**src/rtl/latency_meas_sched.sv**
```systemverilog
// latency_meas_sched
// Shares one global latency counter between NUM_REQ requesters. A round-robin
// arbiter grants one requester at a time; the FSM drives the counter's start
// and stop controls from that requester's events, captures the final count,
// and returns it over a valid/ready result port. Every output is a register.

module latency_meas_sched #(
    parameter int NUM_REQ     = 4,
    parameter int CNT_W       = 5,
    parameter int TIMEOUT_VAL = 31
) (
    input  logic               clk,
    input  logic               GlobalReset_n,
    input  logic [NUM_REQ-1:0] req,
    input  logic [NUM_REQ-1:0] start_evt,
    input  logic [NUM_REQ-1:0] stop_evt,
    output logic [NUM_REQ-1:0] grant,
    output logic               ctr_start,
    output logic               ctr_stop,
    input  logic [CNT_W-1:0]   ctr_count,
    output logic               res_valid,
    input  logic               res_ready,
    output logic [2:0]         res_id,
    output logic [CNT_W-1:0]   res_count,
    output logic               res_timeout
);

    localparam logic [CNT_W-1:0] TIMEOUT_CNT = CNT_W'(TIMEOUT_VAL);
    localparam logic [2:0]       RR_RESET    = 3'(NUM_REQ - 1);

    typedef enum logic [2:0] {
        S_IDLE,
        S_ARMED,
        S_RUN,
        S_STOPPING,
        S_CAPTURE,
        S_RESULT
    } state_e;

    state_e               state_q, state_d;
    logic [NUM_REQ-1:0]   grant_q, grant_d;
    logic [2:0]           gidx_q, gidx_d;
    logic [2:0]           rr_ptr_q, rr_ptr_d;
    logic                 ctr_start_q, ctr_start_d;
    logic                 ctr_stop_q, ctr_stop_d;
    logic                 tmo_flag_q, tmo_flag_d;
    logic                 res_valid_q, res_valid_d;
    logic [2:0]           res_id_q, res_id_d;
    logic [CNT_W-1:0]     res_count_q, res_count_d;
    logic                 res_timeout_q, res_timeout_d;

    // Arbiter results
    logic                 any_req;
    logic                 hi_found;
    logic [2:0]           hi_idx;
    logic [2:0]           lo_idx;
    logic [2:0]           pick_idx;

    // Events of the granted requester only; the others are masked off here
    logic                 req_hit;
    logic                 start_hit;
    logic                 stop_hit;

    assign req_hit   = |(req & grant_q);
    assign start_hit = |(start_evt & grant_q);
    assign stop_hit  = |(stop_evt & grant_q);

    // Round-robin pick: lowest set req above rr_ptr, else lowest set req overall
    always_comb begin
        // NOTE: every combinational output gets a default before any branch, so no latch is inferred.
        any_req  = 1'b0;
        hi_found = 1'b0;
        hi_idx   = '0;
        lo_idx   = '0;
        // Descending scan so the lowest matching index is the last one written
        for (int i = NUM_REQ - 1; i >= 0; i--) begin
            if (req[i]) begin
                any_req = 1'b1;
                lo_idx  = 3'(i);
                if (3'(i) > rr_ptr_q) begin
                    hi_found = 1'b1;
                    hi_idx   = 3'(i);
                end
            end
        end
        pick_idx = hi_found ? hi_idx : lo_idx;
    end

    // Next-state and registered-output logic of the measurement FSM
    always_comb begin
        state_d       = state_q;
        grant_d       = grant_q;
        gidx_d        = gidx_q;
        rr_ptr_d      = rr_ptr_q;
        ctr_start_d   = 1'b0;
        ctr_stop_d    = 1'b0;
        tmo_flag_d    = tmo_flag_q;
        res_valid_d   = res_valid_q;
        res_id_d      = res_id_q;
        res_count_d   = res_count_q;
        res_timeout_d = res_timeout_q;

        case (state_q)
            S_IDLE: begin
                if (any_req) begin
                    grant_d = NUM_REQ'(1) << pick_idx;
                    gidx_d  = pick_idx;
                    state_d = S_ARMED;
                end
            end

            S_ARMED: begin
                // A withdrawn request releases the counter without a result;
                // stop events are meaningless before the measurement starts
                if (!req_hit) begin
                    grant_d  = '0;
                    rr_ptr_d = gidx_q;
                    state_d  = S_IDLE;
                end else if (start_hit) begin
                    ctr_start_d = 1'b1;
                    state_d     = S_RUN;
                end
            end

            S_RUN: begin
                // The stop event has priority over a coincident timeout. While
                // ctr_start is still high the counter shows its stale value
                // from the previous run, so the timeout is not judged then.
                if (stop_hit) begin
                    ctr_stop_d = 1'b1;
                    tmo_flag_d = 1'b0;
                    state_d    = S_STOPPING;
                end else if (!ctr_start_q && (ctr_count >= TIMEOUT_CNT)) begin
                    ctr_stop_d = 1'b1;
                    tmo_flag_d = 1'b1;
                    state_d    = S_STOPPING;
                end
            end

            S_STOPPING: begin
                // The counter takes its final increment on this cycle's edge
                state_d = S_CAPTURE;
            end

            S_CAPTURE: begin
                res_count_d   = ctr_count;
                res_id_d      = gidx_q;
                res_timeout_d = tmo_flag_q;
                res_valid_d   = 1'b1;
                state_d       = S_RESULT;
            end

            S_RESULT: begin
                // Grant is held until the result is taken, even if req drops
                if (res_ready) begin
                    res_valid_d = 1'b0;
                    grant_d     = '0;
                    rr_ptr_d    = gidx_q;
                    state_d     = S_IDLE;
                end
            end

            default: begin
                grant_d = '0;
                state_d = S_IDLE;
            end
        endcase
    end

    // State and output registers, cleared asynchronously by GlobalReset_n
    always_ff @(posedge clk or negedge GlobalReset_n) begin
        if (!GlobalReset_n) begin
            state_q       <= S_IDLE;
            grant_q       <= '0;
            gidx_q        <= '0;
            rr_ptr_q      <= RR_RESET;
            ctr_start_q   <= 1'b0;
            ctr_stop_q    <= 1'b0;
            tmo_flag_q    <= 1'b0;
            res_valid_q   <= 1'b0;
            res_id_q      <= '0;
            res_count_q   <= '0;
            res_timeout_q <= 1'b0;
        end else begin
            // NOTE: non-blocking assignments so every register samples the pre-edge values.
            state_q       <= state_d;
            grant_q       <= grant_d;
            gidx_q        <= gidx_d;
            rr_ptr_q      <= rr_ptr_d;
            ctr_start_q   <= ctr_start_d;
            ctr_stop_q    <= ctr_stop_d;
            tmo_flag_q    <= tmo_flag_d;
            res_valid_q   <= res_valid_d;
            res_id_q      <= res_id_d;
            res_count_q   <= res_count_d;
            res_timeout_q <= res_timeout_d;
        end
    end

    assign grant       = grant_q;
    assign ctr_start   = ctr_start_q;
    assign ctr_stop    = ctr_stop_q;
    assign res_valid   = res_valid_q;
    assign res_id      = res_id_q;
    assign res_count   = res_count_q;
    assign res_timeout = res_timeout_q;

endmodule

```
**config.mk**
```make
export PLATFORM = sky130hd
export DESIGN_NAME = latency_meas_sched
export DESIGN_NICKNAME = d
export VERILOG_FILES = /design/src/rtl/latency_meas_sched.sv
export SDC_FILE = /design/constraint.sdc
export NUM_CORES = 1
export LEC_CHECK = 0
export CORE_MARGIN = 2
export CORE_UTILIZATION = 65
export CTS_BUF_LIST = sky130_fd_sc_hd__clkbuf_16
export CTS_CLUSTER_SIZE = 12
export DETAILED_ROUTE_END_ITERATION = 10
export DONT_BUFFER_PORTS = 1
export PLACE_DENSITY = 0.81
export SYNTH_ARGS = -nofsm -noshare
export SYNTH_HDL_FRONTEND = slang
export SYNTH_SLANG_ARGS = --single-unit
export TNS_END_PERCENT = 10
```
**constraint.sdc**
```tcl
create_clock -name clk -period 2.43 [get_ports clk]
set_input_delay 0.729 -clock clk [delete_from_list [all_inputs] [get_ports clk]]
set_output_delay 0.729 -clock clk [all_outputs]
set_load 0.005 [all_outputs]
```
==> metrics.txt <==
outcome complete, no violations; Main synth FF type dfrtp_1; syn nets 124; type of element launching the critical path register; final period utilization 0.7859; Worst setup EP type register; DR vias 784; met1 usage 0.2781; Ports 36; Yosys warning count 0; sequential share of the synthesized area 0.5016; post-CTS setup buffer count 0; Antenna Nets Post-Route 0; Starting Density 0.6822; Async SR Flop Fraction 1.000; core area 0.001689 sq mm; top cells by count, synth dfrtp_1, nand2_1, mux2_2, a21oi_1, nor2b_1; unrepaired setup endpoints after global routing false; hpwl dp 1.688 mm; Max Cap Viol 0; mux cell area share after synthesis 0.1281; grt peak-use layer met2; per-cell routed wire length 18.28 um; share of cells above drive strength 1 0.1905; post-synthesis simple-gate area fraction 0.1889; fin crit period 1.910 ns; Placed Cells 118; Pre-antenna DRT Iters 4; Die Height 46.11 um; Worst Path Max Fanout 5; setup slack, reg-to-reg 0.52 ns; routing usage on met3 0.05882; Die Span X 46.11 um; Synth Instances 104; Die ar. 0.002126 sq mm; clock slew at reported path FFs 0.06 ns; Lkg Pwr 0.5570 nW; final hold violation count 0; CP required 2.57 ns; worst clock skew 0.002246 ns; worst skew pair latency 0.25 ns; vias in the first global route 738; top cells by area, synth dfrtp_1, mux2_2, dfstp_2; XOR/XNOR Fraction of Synth Area 0; CP cell instances a22o_1, a221oi_1, or3_1, nand4_4, mux2_4; synth unique cells 34; largest family of logic cells by synthesized area simple AND/OR/NAND/NOR gates; master of the slowest instance on the critical path dfrtp_1; CTS Hold Bufs 0; Post-synth EDFFs 0; routed wire length 2.230 mm; fmax 523.6 MHz; # clock sinks 23; post-synth top area cell dfrtp_1; CTS Buf Count 3; Tightest Hold Check Type in2async; CTS tree built; Area growth, synth to finish 7.275%; crit path DAT 2.05 ns; CTS root buffer clkbuf_16; Site Rows 15; port buffer count 0; final setup vio count 0; Tot GR Track Use 0.2227; adder-cell share of the synthesized area 0; Layout Cells excl Fill 122; leading cell type by number of instances after synthesis dfrtp_1; Synth Cell Area 0.001152 sq mm; Pins Over Slew Limit 0; Yosys top cell area share 0.4560; Power Density 1313 mW/mm^2; reg2reg start grant[0]; GRT overflow 0; # DRC 0; post-synthesis compound-gate area fraction 0.1574; GPL Wtd Cong 0.8669; H-Tree Depth 1; NumNets Final 126; Setup TNS 0 ns; syn_area_per_cell 11.08 sq um; VDD IR max 824.9 uV; largest net degree at the start of global routing 24; Vias per Instance 6.426; Initial DRC Count 12; post-cts resize count 0; RR Endpoint grant[0]; grt met2 use 0.3694; Seq cells post-synth 23; Diodes inserted 0; CTS max path bufs 2; Max stage delay on crit path 0.45 ns; R2R cell count 5; kind of critical path reg2reg; initial antenna violation count 0; first-pass GRT wire length 3.277 mm
==> worst max-delay path by stage <==
stage	startpoint	end	slack [ns]	cells after the start
after floorplan	req[3]	grant[0]	0.31	4
after global placement	req[3]	grant[0]	0.29	4
after detailed placement	req[3]	grant[0]	0.27	4
after CTS	req[3]	grant[0]	0.53	4
after global routing	grant[0]	grant[0]	0.45	5
final	grant[0]	grant[0]	0.52	5
==> routing by layer <==
layer | vias up | share of wire
li1 | 377 | -
met1 | 387 | 0.40
met2 | 16 | 0.55
met3 | 4 | 0.030
met4 | 0 | 0.020
met5 | - | 0
==> critical path, delay by kind of cell (launching register included) <==
kind | cells | cell delay (ns)
AO/OA/AOI/OAI | 2 | 0.61
multiplexers | 1 | 0.32
AND/OR/NAND/NOR | 2 | 0.42
flip-flops | 1 | 0.45
==> cells by family (layout without fill, tap and decap cells) <==
group           count (synthesis)  after routing
compound gates                 26             26
buf+inv                         5              6
flops                          23             23
mux                            13             13
other cells                     1              1
simple gates                   36             36
==> placed cells by master (no fill, tap or decap), drive strengths merged, types with 3 or more instances in the layout <==
master and n:
a21oi 6, a22o 5, a22oi 4, clkbuf 3, dfrtp 21, inv 3
mux2 11, nand2 10, nand2b 4, nor2 4, nor2b 6, nor3b 3
o21ai 5
==> stage by stage <==
stage / utilization / hold WS [ns] / total power [mW] / worst slack, ns / cell area, sq um
finish: 0.7319 / 0.1670 / 1.623 / 0.5203 / 1236
global route: 0.7319 / 0.1599 / 1.719 / 0.4466 / 1236
CTS: 0.7319 / 0.1651 / 1.629 / 0.5313 / 1236
detailed placement: 0.6852 / 0.4339 / 1.285 / 0.2672 / 1157
global placement: 0.6852 / 0.4339 / 1.247 / 0.2938 / 1157
floorplan: - / 0.4334 / 1.150 / 0.3085 / 1152
==> area by class of cell <==
class                      count  area [sq um]
clock inverter                 1         3.754
fill                         107         452.9
clock buffer                   3         75.07
sequential                    23         578.1
multi-input combinational     76         550.5
tap                           17         21.27
inverter                       2         7.507
==> flip-flops by register name (all words and copies together) (netlist names) <==
name         cells
res_count        5
grant            4
state_q          3
gidx_q           2
res_id           2
rr_ptr_q         2
ctr_start        1
ctr_stop         1
res_timeout      1
res_valid        1
tmo_flag_q       1
==> report_power, final <==
group	total, mW	leakage (nW)	internal [mW]	switching, mW
logic	0.544	0.222	0.289	0.256
registers	0.734	0.292	0.555	0.178
clock network	0.345	0.0423	0.219	0.126
Note: power is estimated with default switching activity, not from simulation.
